==> src/rtl/dmem_port_arbiter.sv <==
// Two-port round-robin arbiter in front of the single-port data memory.
// Port 1 (debug/loader) may lock the memory for a bounded burst.
module dmem_port_arbiter #(
  parameter int DEPTH    = 32,
  parameter int LOCK_MAX = 8,
  parameter int CW       = 4
) (
  input  logic        clkIn,
  input  logic        resetIn,
  input  logic        req0,
  input  logic        we0,
  input  logic [31:0] addr0,
  input  logic [31:0] wdata0,
  output logic        gnt0,
  output logic        rvalid0,
  output logic [31:0] rdata0,
  input  logic        req1,
  input  logic        we1,
  input  logic [31:0] addr1,
  input  logic [31:0] wdata1,
  output logic        gnt1,
  output logic        rvalid1,
  output logic [31:0] rdata1,
  input  logic        lock1,
  output logic        err,
  output logic [31:0] memAddr,
  output logic [31:0] memWData,
  output logic        memRead,
  output logic        memWrite,
  input  logic [31:0] memRData,
  output logic        stall0
);

  typedef enum logic {NONE, LOCK1} owner_t;

  owner_t        owner, owner_next;
  logic          prio, prio_next;
  logic [CW-1:0] lockcnt, lockcnt_next;
  logic          forced_exit, lock_hold, arb_prio;
  logic          granted, sel_we, in_range;
  logic [31:0]   sel_addr, sel_wdata;

  // Grants are combinational and forced low while reset is held. A forced exit
  // (port 1 has already owned LOCK_MAX cycles) hands this very cycle to port 0.
  always_comb begin
    gnt0         = 1'b0;
    gnt1         = 1'b0;
    owner_next   = owner;
    prio_next    = prio;
    lockcnt_next = lockcnt;
    forced_exit  = 1'b0;
    lock_hold    = 1'b0;
    arb_prio     = prio;
    if (resetIn) begin
      forced_exit = (owner == LOCK1) && (lockcnt == CW'(LOCK_MAX)) && req0;
      lock_hold   = (owner == LOCK1) && lock1 && req1 && !forced_exit;
      if (lock_hold) begin
        gnt1       = 1'b1;
        owner_next = LOCK1;
        if (lockcnt != CW'(LOCK_MAX))
          lockcnt_next = lockcnt + CW'(1);
      end else begin
        arb_prio = forced_exit ? 1'b0 : prio;
        if (req0 && req1) begin
          gnt0 = !arb_prio;
          gnt1 = arb_prio;
        end else begin
          gnt0 = req0;
          gnt1 = req1;
        end
        owner_next   = (gnt1 && lock1) ? LOCK1 : NONE;
        lockcnt_next = (gnt1 && lock1) ? CW'(1) : '0;
      end
      if (gnt0)
        prio_next = 1'b1;
      else if (gnt1)
        prio_next = 1'b0;
    end
  end

  always_comb begin
    granted   = gnt0 | gnt1;
    sel_we    = gnt1 ? we1 : we0;
    sel_addr  = gnt1 ? addr1 : addr0;
    sel_wdata = gnt1 ? wdata1 : wdata0;
    in_range  = sel_addr < 32'(DEPTH);
    memAddr   = granted ? sel_addr : 32'h0;
    memWData  = granted ? sel_wdata : 32'h0;
    memRead   = granted & ~sel_we & in_range;
    memWrite  = granted & sel_we & in_range;
    stall0    = req0 & ~gnt0;
  end

  // Out-of-range reads still complete, returning zero with a valid strobe.
  always_ff @(posedge clkIn or negedge resetIn) begin
    if (!resetIn) begin
      owner   <= NONE;
      prio    <= 1'b0;
      lockcnt <= '0;
      rvalid0 <= 1'b0;
      rvalid1 <= 1'b0;
      rdata0  <= 32'h0;
      rdata1  <= 32'h0;
      err     <= 1'b0;
    end else begin
      owner   <= owner_next;
      prio    <= prio_next;
      lockcnt <= lockcnt_next;
      rvalid0 <= gnt0 & ~we0;
      rvalid1 <= gnt1 & ~we1;
      err     <= granted & ~in_range;
      if (gnt0 && !we0)
        rdata0 <= in_range ? memRData : 32'h0;
      if (gnt1 && !we1)
        rdata1 <= in_range ? memRData : 32'h0;
    end
  end

endmodule

==> config.mk <==
export PLATFORM = sky130hd
export DESIGN_NAME = dmem_port_arbiter
export DESIGN_NICKNAME = d
export VERILOG_FILES = /design/src/rtl/dmem_port_arbiter.sv
export SDC_FILE = /design/constraint.sdc
export NUM_CORES = 1
export LEC_CHECK = 0
export CORE_AREA = 2 2 118 120
export CTS_CLUSTER_SIZE = 24
export DETAILED_ROUTE_END_ITERATION = 7
export DIE_AREA = 0 0 120 122
export GPL_TIMING_DRIVEN = 0
export HOLD_SLACK_MARGIN = 0.06
export PLACE_DENSITY = 0.71
export SYNTH_ARGS = -nofsm -noshare
export SYNTH_HDL_FRONTEND = slang
export SYNTH_SLANG_ARGS = --single-unit
==> constraint.sdc <==
create_clock -name clkIn -period 6.5 [get_ports clkIn]
set_clock_uncertainty 0.2 [all_clocks]
set_input_delay 0.975 -clock clkIn [delete_from_list [all_inputs] [get_ports clkIn]]
set_output_delay 0.975 -clock clkIn [all_outputs]
set_load 0.005 [all_outputs]
== Word-level counts from Yosys, hierarchy flattened ==
Cells that the tools add are included.
W data, S select, Z words.

* Output and inout bits: 136
* Bits of input ports: 167
* Flip-flop bits (word level): 73

* Add/subtract/negate cells: 1
* Mux-type cells: 24
* Magnitude comparators: 1
* Bitwise operators: 14
* Equal/unequal tests: 3
* Reduce and logical (&&, ||, !) cells: 16

{| class="wikitable"
|+ Operators with widths
! operator !! count
|-
| $mux W32 || 5
|-
| $lt A32 B6 Y1 const B || 1
|-
| $mux W1 || 17
|-
| $logic_and A1 B1 Y1 || 9
|-
| $and A1 B1 Y1 || 8
|-
| $mux W4 || 2
|-
| $not A1 Y1 || 5
|-
| $add A4 B1 Y4 const B || 1
|-
| $eq A4 B4 Y1 const B || 1
|-
| $logic_not A1 Y1 || 4
|-
| $ne A4 B4 Y1 const B || 1
|-
| $reduce_and A2 Y1 || 2
|-
| $ne A2 B1 Y1 const B || 1
|-
| $reduce_bool A2 Y1 || 1
|-
| $or A1 B1 Y1 || 1
|}

== Depth between registers and ports, before layout ==
* Depth in word-level cells: 14
* Depth in mapped cells: 9

== Least setup slack after synthesis ==
Ideal clock, no wire load.

* Path kind: input-to-output
* Start point: input port addr1[26]
* End point: output port memRead
* Data arrival time: 1.969 ns
* Buffers on the path: 1
* Cell stages on the path: 6
* Setup slack: 3.356 ns
* Data required time: 5.325 ns
* Path through: nor4_1 > nand4_1 > nor2_1 > mux2i_4 > buf_2 > a21oi_1

* Word-level cells in the longest chain between the ends: 3

{| class="wikitable"
|+ Ends and longest elaborated chain
! what !! RTL line !! text
|-
| start, declared || 19 || <nowiki>input logic [31:0] addr1,</nowiki>
|-
| $mux W32 || 84 || <nowiki>sel_addr = gnt1 ? addr1 : addr0;</nowiki>
|-
| $lt A32 B6 Y1 || 86 || <nowiki>in_range = sel_addr < 32'(DEPTH);</nowiki>
|-
| $and A1 B1 Y1 || 89 || <nowiki>memRead = granted & ~sel_we & in_range;</nowiki>
|-
| end, declared || 28 || <nowiki>output logic memRead,</nowiki>
|}

Every way passes these cells.

== Final worst setup path ==
* Start point: input port resetIn
* End point: output port memWData[0]

* Word-level cells in the longest chain between the ends: 3
* Elaborated cells on any way between the ends: 5
* Classes of those cells: 4 x mux; 1 x bitwise

{| class="wikitable"
|+ Ends and longest elaborated chain
! what !! RTL line !! text
|-
| start, declared || 9 || <nowiki>input logic resetIn,</nowiki>
|-
| $mux W1 || 54 || <nowiki>if (resetIn) begin</nowiki>
|-
| $mux W32 / $or A1 B1 Y1 (equally long branches) || 85, 82 ||
|-
| $mux W32 * || 88 || <nowiki>memWData = granted ? sel_wdata : 32'h0;</nowiki>
|-
| end, declared || 27 || <nowiki>output logic [31:0] memWData,</nowiki>
|}

Every way passes the cells marked *; elsewhere a longest branch is shown, timed or not.

==> impl_metrics.py <==
metrics = {
    "clock_tree": {
        "post_cts_resized": 0,
        "tritoncts": "done",
        "cts-buffers-inserted": 9,
        "post_cts_buffers": 0,
        "ctsHoldBuffers": 0,
        "cts_buffer_depth": 2,
        "path_clk_slew_ps": 50,
        "cts.sinks": 73,
        "htree_num_levels": 3,
        "worst_skew_pair.late_latency_ps": 320,
        "cts_root_buffer": "clkbuf_16",
    },
    "worst_setup_path": {
        "crit_path_top_delay_cell": "buf_4",
        "cp-end-kind": "output port",
        "worst_ep_arrival_time_ps": 3660,
        "cp.required_ps": 5320,
        "critPathMaxFanout": 74,
        "crit_chain": "buf_4 -> buf_2 -> o21ai_2 -> nor2_4 -> buf_2 -> buf_2 -> a22o_1 -> clkdlybuf4s50_1",
        "slowest_delay_ps": 690,
        "critPathKind": "in2out",
        "cp-start-kind": "input pin",
        "cp_common_cell": "buf_2",
    },
    "floorplan": {
        "initial_core_util": 0.276,
        "core.rowCount": 43,
        "die_w_um": 120,
        "io-pin-count": 303,
        "die_y_um": 122,
        "core_um2": 13500,
        "dieArea_um2": 14600,
    },
    "sta": {
        "relSlewSlack": 0.398,
        "timing.final.crit_share": 0.745,
        "fmax_ghz": 0.207,
        "setup_ws_ps": 1660,
        "finalSetupViolCount": 0,
        "worstMarginPinSlew_ps": 904,
        "period_minus_slack_ps": 4840,
        "drv_slew": 0,
        "finalHoldViolations": 0,
        "grt_setup_unrepaired": "false",
        "final.setup.tns_ps": 0,
    },
    "global_route": {
        "overflow": 0,
        "grt_usage": 0.205,
        "grt_pass1_wl_mm": 23.3,
        "first_global_vias": 4339,
        "grt_max_degree": 75,
        "antenna_found_initial": 1,
    },
    "power_and_ir_drop": {
        "power_mw": 1.18,
        "power_density_nw_per_um2": 164,
        "irDropWorstVdd_v": 0.000116,
        "p_leak_nw": 2.96,
    },
    "yosys": {
        "synth_cells": 368,
        "synth-warning-count": 0,
        "synth.avg_cell_area_um2": 10.1,
        "synthesis.area_um2": 3720,
        "synth_sequential_area_ratio": 0.491,
        "ys_ff_latch": 73,
        "synth.distinct_cells": 35,
        "syn_nets": 537,
    },
    "detailed_routing": {
        "wl_per_cell_um": 18.2,
        "wirelength_mm": 15.7,
        "post-route-drc-count": 0,
        "firstDrtPassIters": 4,
        "drt_iter0_drc": 233,
        "route.vias.total": 4256,
        "ant_nets": 0,
        "avgViaCountPerCell": 4.92,
    },
    "finish": {
        "fill_cells": 1203,
        "layout.nets": 850,
        "drive_above_1_share": 0.0701,
        "antenna_cells": 0,
        "stdcell_count": 865,
        "post-route-util": 0.535,
        "syn2layout_area_growth_pct": 94.3,
    },
    "place": {
        "portBuffers": 302,
        "place_congestion": 0.904,
        "dp.cells": 850,
        "post-place-ws_ps": 1620,
        "dp_hpwl_mm": 12.8,
    },
    "flow_run": {
        "drv_cap": 0,
    },
    "status": {
        "status": "finished clean",
    },
    "hold_path": {
        "hold_class": "reg2reg",
    },
}
## through the flow
| stage | area, um^2 | hold slack [ps] |
|---|---|---|
| after floorplan | 3720 | 271 |
| after global placement | 6970 | 266 |
| after detailed placement | 6970 | 276 |
| after CTS | 7230 | 288 |
| after global routing | 7230 | 310 |
| final | 7230 | 285 |
## final cells by class
| class | instances | area (um^2) | area share |
|---|---|---|---|
| Timing Repair Buffer | 302 | 3020 | 0.418 |
| Sequential cell | 73 | 1830 | 0.253 |
| Multi-Input combinational cell | 256 | 1670 | 0.230 |
| Clock buffer | 12 | 246 | 0.0341 |
| Tap cell | 180 | 225 | 0.0311 |
| Buffer | 33 | 206 | 0.0286 |
| Inverter | 6 | 22.5 | 0.00311 |
| Clock inverter | 3 | 17.5 | 0.00242 |
## power by group
group / internal, mW / total [mW] / switching (mW)
combinational: 0.180 / 0.285 / 0.105
clock: 0.265 / 0.439 / 0.173
sequential: 0.458 / 0.461 / 0.00286
## layer usage
layer / GRT usage / vias to the layer above / routed length (um)
met1: 0.258 / 2043 / 6410
met3: 0.0595 / 17 / 1270
met4: 0.0574 / 2 / 232
met2: 0.345 / 192 / 7790
li1: - / 2002 / -
met5: 0 / - / 11
## final timing paths
path,start,endpoint,slack (ps),cells after the start
setup / recovery,resetIn,memWData[0],1660,8
hold / removal,rdata0[2]$_DFFE_PN0P_,rdata0[2]$_DFFE_PN0P_,290,2
setup reg to reg,lockcnt[0]$_DFFE_PN0P_,rdata0[21]$_DFFE_PN0P_,4170,9
hold reg to reg,rdata0[2]$_DFFE_PN0P_,rdata0[2]$_DFFE_PN0P_,290,2
max in group asynchronous,resetIn,prio$_DFFE_PN0P_,4930,1
min in group asynchronous,resetIn,rdata1[18]$_DFFE_PN0P_,590,1
## cell usage in the layout (no fill, tap or decap), drive strengths merged
cell type      count
nor2               8
and3               1
mux2               1
a32o               1
a21o               2
mux2i              2
buf               28
nand2             73
o21ai             40
o211ai             1
clkbuf            18
clkinv             2
clkinvlp           1
nor2b              1
a21oi              2
nand3b             1
nor4              12
a22o              97
o21a               1
inv                6
or3                1
nand3              2
nor3               2
a22oi              1
nand4              2
nand2b             1
o2111ai            1
clkdlybuf4s50    301
ha                 2
dfrtp             73
and3b              1
## synth_stat cells
cell / instances / share of area
a22o_1: 97 / 0.23
dfrtp_1: 73 / 0.49
nand2_1: 73 / 0.074
o21ai_1: 27 / 0.036
buf_2: 18 / 0.024
nor4_1: 12 / 0.020
o21ai_0: 11 / 0.015
buf_6: 7 / 0.021
nor2_1: 7 / 0.0071
clkbuf_1: 6 / 0.0061
inv_1: 5 / 0.0050
a21o_1: 2 / 0.0040
a21oi_1: 2 / 0.0027
buf_4: 2 / 0.0040
ha_1: 2 / 0.0067
nand3_1: 2 / 0.0027
nand4_1: 2 / 0.0034
nor3_1: 2 / 0.0027
o21ai_2: 2 / 0.0047
a22oi_1: 1 / 0.0020
a32o_1: 1 / 0.0027
and3_1: 1 / 0.0017
and3b_1: 1 / 0.0024
inv_2: 1 / 0.0010
mux2_2: 1 / 0.0030
mux2i_1: 1 / 0.0027
mux2i_4: 1 / 0.0061
nand2b_1: 1 / 0.0017
nand3b_4: 1 / 0.0054
nor2_4: 1 / 0.0030
nor2b_1: 1 / 0.0017
o2111ai_1: 1 / 0.0024
o211ai_1: 1 / 0.0020
o21a_1: 1 / 0.0020
or3_1: 1 / 0.0017
## logic make-up after synthesis
group | count (synthesis) | synth area share
AOI/OAI and AO/OA | 146 | 0.302
and+or+nand+nor | 105 | 0.127
DFF | 73 | 0.491
buffers and inverters | 39 | 0.0615
muxes | 3 | 0.0118
adders and majority gates | 2 | 0.00672
## critical path, delay by kind of cell
kind                   cells  cell delay [ps]
buffers and inverters      5             2080
and+or+nand+nor            1              200
AOI/OAI and AO/OA          2              370
## sequential cells by signal, indices dropped and copies added, names as in the netlist
register	flops
rdata1	32
err	1
rdata0	32
lockcnt	4
rvalid1	1
owner	1
rvalid0	1
prio	1
(Power assumes the default switching activity.)
